### config.mk
export PLATFORM = sky130hd
export DESIGN_NAME = opb_bus_master
export DESIGN_NICKNAME = d
export VERILOG_FILES = /design/src/rtl/opb_pkg.sv /design/src/rtl/opb_slv_decode.sv /design/src/rtl/opb_bus_master.sv
export SDC_FILE = /design/constraint.sdc
export NUM_CORES = 1
export LEC_CHECK = 0
export ABC_AREA = 1
export CAP_MARGIN = 20
export CORE_ASPECT_RATIO = 1.25
export CORE_MARGIN = 2
export CORE_UTILIZATION = 45
export CTS_CLUSTER_DIAMETER = 50
export DETAILED_ROUTE_END_ITERATION = 10
export PLACE_DENSITY = 0.94
export RECOVER_POWER = 25
export SETUP_SLACK_MARGIN = 0.1
export SLEW_MARGIN = 0
export SYNTH_ARGS = -nofsm -noshare
export SYNTH_HDL_FRONTEND = slang
export SYNTH_SLANG_ARGS = --single-unit
### constraint.sdc
create_clock -name OPB_CLK -period 9.3 [get_ports OPB_CLK]
set_clock_uncertainty 0.2 [all_clocks]
set_input_delay 1.86 -clock OPB_CLK [delete_from_list [all_inputs] [get_ports OPB_CLK]]
set_output_delay 1.86 -clock OPB_CLK [all_outputs]
set_load 0.02 [all_outputs]
### src/rtl/opb_pkg.sv
// Shared OPB definitions: master FSM states, GPIO slave register map and
// slave-select field defaults.
package opb_pkg;

  typedef enum logic [1:0] {
    ST_IDLE,
    ST_ACCESS,
    ST_WAIT,
    ST_RESP
  } opb_state_t;

  // GPIO slave register offsets
  localparam logic [3:0] GPIO_IN   = 4'h0;
  localparam logic [3:0] SWITCH_IN = 4'h1;
  localparam logic [3:0] GPIO_OUT  = 4'h2;
  localparam logic [3:0] TP_OUT    = 4'h3;

  localparam int SEL_LSB_DEF = 4;
  localparam int SEL_W_DEF   = 4;

endpackage

### src/rtl/opb_slv_decode.sv
// Combinational slave-select decode: one-hot select plus mapped flag for
// the slave-index field of a request address.
module opb_slv_decode #(
  parameter int NUM_SLV = 4,
  parameter int SEL_W   = 4
) (
  input  logic [SEL_W-1:0]   sel_field,
  output logic               mapped,
  output logic [NUM_SLV-1:0] sel
);

  assign mapped = (32'(sel_field) < 32'(NUM_SLV));

  for (genvar g = 0; g < NUM_SLV; g++) begin : g_sel
    assign sel[g] = (32'(sel_field) == 32'(g));
  end

endmodule

### src/rtl/opb_bus_master.sv
// Single-outstanding OPB bus master: converts a valid/ready command into a
// one-cycle slave strobe and returns a held response with error flag.
module opb_bus_master
  import opb_pkg::*;
#(
  parameter int NUM_SLV = 4,
  parameter int SEL_LSB = SEL_LSB_DEF,
  parameter int SEL_W   = SEL_W_DEF,
  parameter int RD_LAT  = 1
) (
  input  logic               OPB_CLK,
  input  logic               OPB_RST,
  input  logic               REQ_VALID,
  output logic               REQ_READY,
  input  logic               REQ_WR,
  input  logic [31:0]        REQ_ADDR,
  input  logic [31:0]        REQ_WDATA,
  output logic               RSP_VALID,
  input  logic               RSP_READY,
  output logic [31:0]        RSP_RDATA,
  output logic               RSP_ERR,
  output logic [31:0]        OPB_ADDR,
  output logic [31:0]        OPB_WDATA,
  input  logic [31:0]        OPB_RDATA,
  output logic [NUM_SLV-1:0] OPB_RE,
  output logic [NUM_SLV-1:0] OPB_WE,
  output logic               BUSY
);

  opb_state_t         state;
  logic               wr_q;
  logic [2:0]         wait_cnt;
  logic               mapped;
  logic [NUM_SLV-1:0] sel;

  opb_slv_decode #(
    .NUM_SLV (NUM_SLV),
    .SEL_W   (SEL_W)
  ) u_dec (
    .sel_field (REQ_ADDR[SEL_LSB+SEL_W-1:SEL_LSB]),
    .mapped    (mapped),
    .sel       (sel)
  );

  assign REQ_READY = (state == ST_IDLE);
  assign BUSY      = (state != ST_IDLE);

  always_ff @(posedge OPB_CLK or posedge OPB_RST) begin
    if (OPB_RST) begin
      state     <= ST_IDLE;
      wr_q      <= 1'b0;
      wait_cnt  <= '0;
      OPB_ADDR  <= '0;
      OPB_WDATA <= '0;
      OPB_RE    <= '0;
      OPB_WE    <= '0;
      RSP_VALID <= 1'b0;
      RSP_RDATA <= '0;
      RSP_ERR   <= 1'b0;
    end else begin
      // strobes are single-cycle pulses; only the IDLE accept can raise them
      OPB_RE <= '0;
      OPB_WE <= '0;
      case (state)
        ST_IDLE: begin
          if (REQ_VALID) begin
            OPB_ADDR  <= REQ_ADDR;
            OPB_WDATA <= REQ_WDATA;
            wr_q      <= REQ_WR;
            if (mapped) begin
              state <= ST_ACCESS;
              if (REQ_WR) OPB_WE <= sel;
              else        OPB_RE <= sel;
            end else begin
              state     <= ST_RESP;
              RSP_VALID <= 1'b1;
              RSP_RDATA <= '0;
              RSP_ERR   <= 1'b1;
            end
          end
        end
        ST_ACCESS: begin
          if (wr_q) begin
            state     <= ST_RESP;
            RSP_VALID <= 1'b1;
            RSP_RDATA <= '0;
            RSP_ERR   <= 1'b0;
          end else begin
            state    <= ST_WAIT;
            wait_cnt <= '0;
          end
        end
        ST_WAIT: begin
          if (wait_cnt == 3'(RD_LAT - 1)) begin
            state     <= ST_RESP;
            RSP_VALID <= 1'b1;
            RSP_RDATA <= OPB_RDATA;
            RSP_ERR   <= 1'b0;
          end else begin
            wait_cnt <= wait_cnt + 3'd1;
          end
        end
        ST_RESP: begin
          if (RSP_READY) begin
            state     <= ST_IDLE;
            RSP_VALID <= 1'b0;
          end
        end
        default: state <= ST_IDLE;
      endcase
    end
  end

endmodule

==> summary.txt <==
status -> finished, violations left
failing checks -> capacitance limit, slew limit
Max Cap Viol -> 4
CP Cell Sequence -> clkdlybuf4s50_1 > nand2_2 > clkbuf_1 > inv_2 > nand2_1 > nand2_1
Async SR Flop Fraction -> 1.00
unrepaired setup endpoints after global routing -> no
io pins -> 209
die span in y -> 119 µm
die width -> 95.9 µm
RD Place Congestion -> 0.816
Clock Sink Count -> 112
share of post-route cells with drive strength above 1 -> 0.0309
syn avg cell area -> 8.27 µm²
# H-tree levels -> 3
post-route design area -> 0.00714 mm²
largest net degree at the start of global routing -> 73
critical path's slowest cell -> clkbuf_1
row cnt -> 41
worst ir drop on vdd -> 210 µV
fin nets -> 880
Yosys top cell by area -> dfrtp_1
initial drt markers -> 176
Power Dens Cells -> 335 mW/mm²
Max Clock Freq -> 161 MHz
Core ar. -> 0.0102 mm²
compound-cell area share of the yosys netlist -> 0.0134
Final period util -> 0.666
number of diodes -> 0
drt pass-1 iters -> 4
Setup TNS -> 0 ns
synthesis-stage register bit count -> 112
area grow syn2layout -> 50.3%
Root Buffer -> clkbuf_16
CP peak stage delay -> 2.01 ns
simple-gate share of the synthesized area -> 0.303
crit path time final -> 6.19 ns
Yosys warnings -> 0
Clock transition at path regs -> 0.07 ns
Post-Syn Area -> 0.00475 mm²
first-pass GRT wire length -> 19400 µm
final core utilization -> 0.700
DPL Wire Length -> 8670 µm
count of cell types in the netlist -> 19
Post-synth EDFFs -> 0
CTS max path bufs -> 2
CP Max Fanout -> 71
worst endpoint required time -> 9.32 ns
share of the synthesized area in the top cell type -> 0.589
Resized cells post-CTS -> 0
largest family of logic cells by synthesized area -> simple AND/OR/NAND/NOR gates
Synth top cells by count -> 308 x nand2_1, 112 x dfrtp_1, 52 x inv_1
count of final setup violators -> 0
CTS tree -> done
actual slew at the worst max-slew pin -> 2.87 ns
critical path endpoint category -> register
antenna-violating nets left -> 0
crit path kind -> primary input to register
static leakage -> 3.84 nW
Synth Area in Adders -> 0.0184
top-count cell post-synth -> nand2_1
Initial Util -> 0.466
Slew HR -> -0.911
Post-CTS Repair Setup Buffers -> 0
Post-Synth XOR/XNOR Area -> 0.00184
placed cell area -> 0.00688 mm²
via count -> 4280
CP most frequent cell -> nand2_1
Fin. Hold Viols -> 0
worst hold path type -> register to register
Via-to-Cell Ratio -> 4.73
initial antenna violation count -> 0
Tot Pwr -> 0.00239 W
register area share after synthesis -> 0.589
top post-synthesis cells by area -> dfrtp_1 59%, nand2_1 24%, nand3_1 4.4%
Final Routed Wirelength -> 12200 µm
Main synth FF type -> dfrtp_1
residual DRC count -> 0
area of the die -> 0.0114 mm²
count of final max-slew check failures -> 190
All-Layer GR Usage -> 0.220
TritonCTS Buffers -> 9
cells after synthesis -> 575
Worst-Skew Late Latency -> 0.35 ns
Hold-fix buffers, CTS -> 0
drt wl/cell -> 13.5 µm
Post-Syn Nets -> 683
critical path data arrival time -> 6.22 ns
mux share of post-synthesis cell area -> 0
IO Port Bufs -> 208
vias in the first global route -> 4069
overflow left after global routing -> 0
Critical Path Source Type -> primary input
-- worst max-delay path: cells and delay by family --
family,cells,cell delay (ns)
simple gates,3,0.61
buf+inv,3,3.66
-- flip-flops by register name, indices dropped and copies added (netlist names) --
signal and flops:
OPB_ADDR 32, OPB_WDATA 32, RSP_RDATA 32, OPB_RE 4, OPB_WE 4, wait_cnt 3, state 2, RSP_ERR 1
RSP_VALID 1, wr_q 1
-- final cells by class --
| cell class | count | area (µm²) |
|---|---|---|
| Fill cell | 757 | 3060 |
| Sequential cell | 112 | 2800 |
| Timing Repair Buffer | 212 | 2100 |
| Multi-Input combinational cell | 383 | 1600 |
| Clock buffer | 10 | 239 |
| Inverter | 54 | 204 |
| Tap cell | 129 | 161 |
| Clock inverter | 5 | 33.8 |
-- path summary, 6_finish.rpt --
check | start | to | slack, ns | cells past startpoint
worst max register to register | state[0] | wr_q | 4.28 | 7
max in group asynchronous | OPB_RST | OPB_ADDR[14] | 5.10 | 3
worst min register to register | RSP_RDATA[16] | RSP_RDATA[16] | 0.27 | 2
worst max-delay path | REQ_VALID | wr_q | 3.11 | 6
worst min-delay path | RSP_RDATA[16] | RSP_RDATA[16] | 0.27 | 2
min in group asynchronous | OPB_RST | RSP_RDATA[25] | 2.22 | 2
-- power breakdown --
group / internal (W) / switching [W]
registers: 0.000695 / 0.000119
logic: 0.000516 / 0.000708
clock network: 0.000187 / 0.000170
-- metal layers --
layer | vias to the layer above | share of wire | global-route usage
met4 | 0 | 0.015 | 0.0661
met1 | 1973 | 0.39 | 0.260
li1 | 2111 | - | -
met2 | 180 | 0.49 | 0.361
met3 | 16 | 0.11 | 0.0923
met5 | - | 0 | 0
-- stage by stage --
stage	std cells	setup slack (ns)	hold WS (ns)
5_1_grt	905	2.59	0.283
6_report	905	3.11	0.266
4_1_cts	905	5.31	0.275
3_3_place_gp	890	5.02	0.252
2_1_floorplan	575	4.28	0.273
3_5_place_dp	890	4.95	0.258
-- placed cells by master (no fill, tap or decap), drive strengths merged --
cell type      synthesis  final
a21oi                  1      1
buf                   20      1
clkbuf                 6     13
clkdlybuf4s50          0    178
clkinv                 1      3
clkinvlp               0      3
dfrtp                112    112
dlygate4sd3            0     30
ha                     7      7
inv                   53     53
nand2                309    309
nand3                 42     42
nor2                  13     13
o21ai                  8      8
o31ai                  1      1
or2                    1      1
xor2                   1      1
-- kinds of logic after synthesis --
family / after synthesis
buffers and inverters: 80
AO/OA/AOI/OAI: 10
flip-flops: 112
adder cells (fa/ha/maj): 7
AND/OR/NAND/NOR: 365
XOR/XNOR: 1
Note: power is estimated with default switching activity, not from simulation.
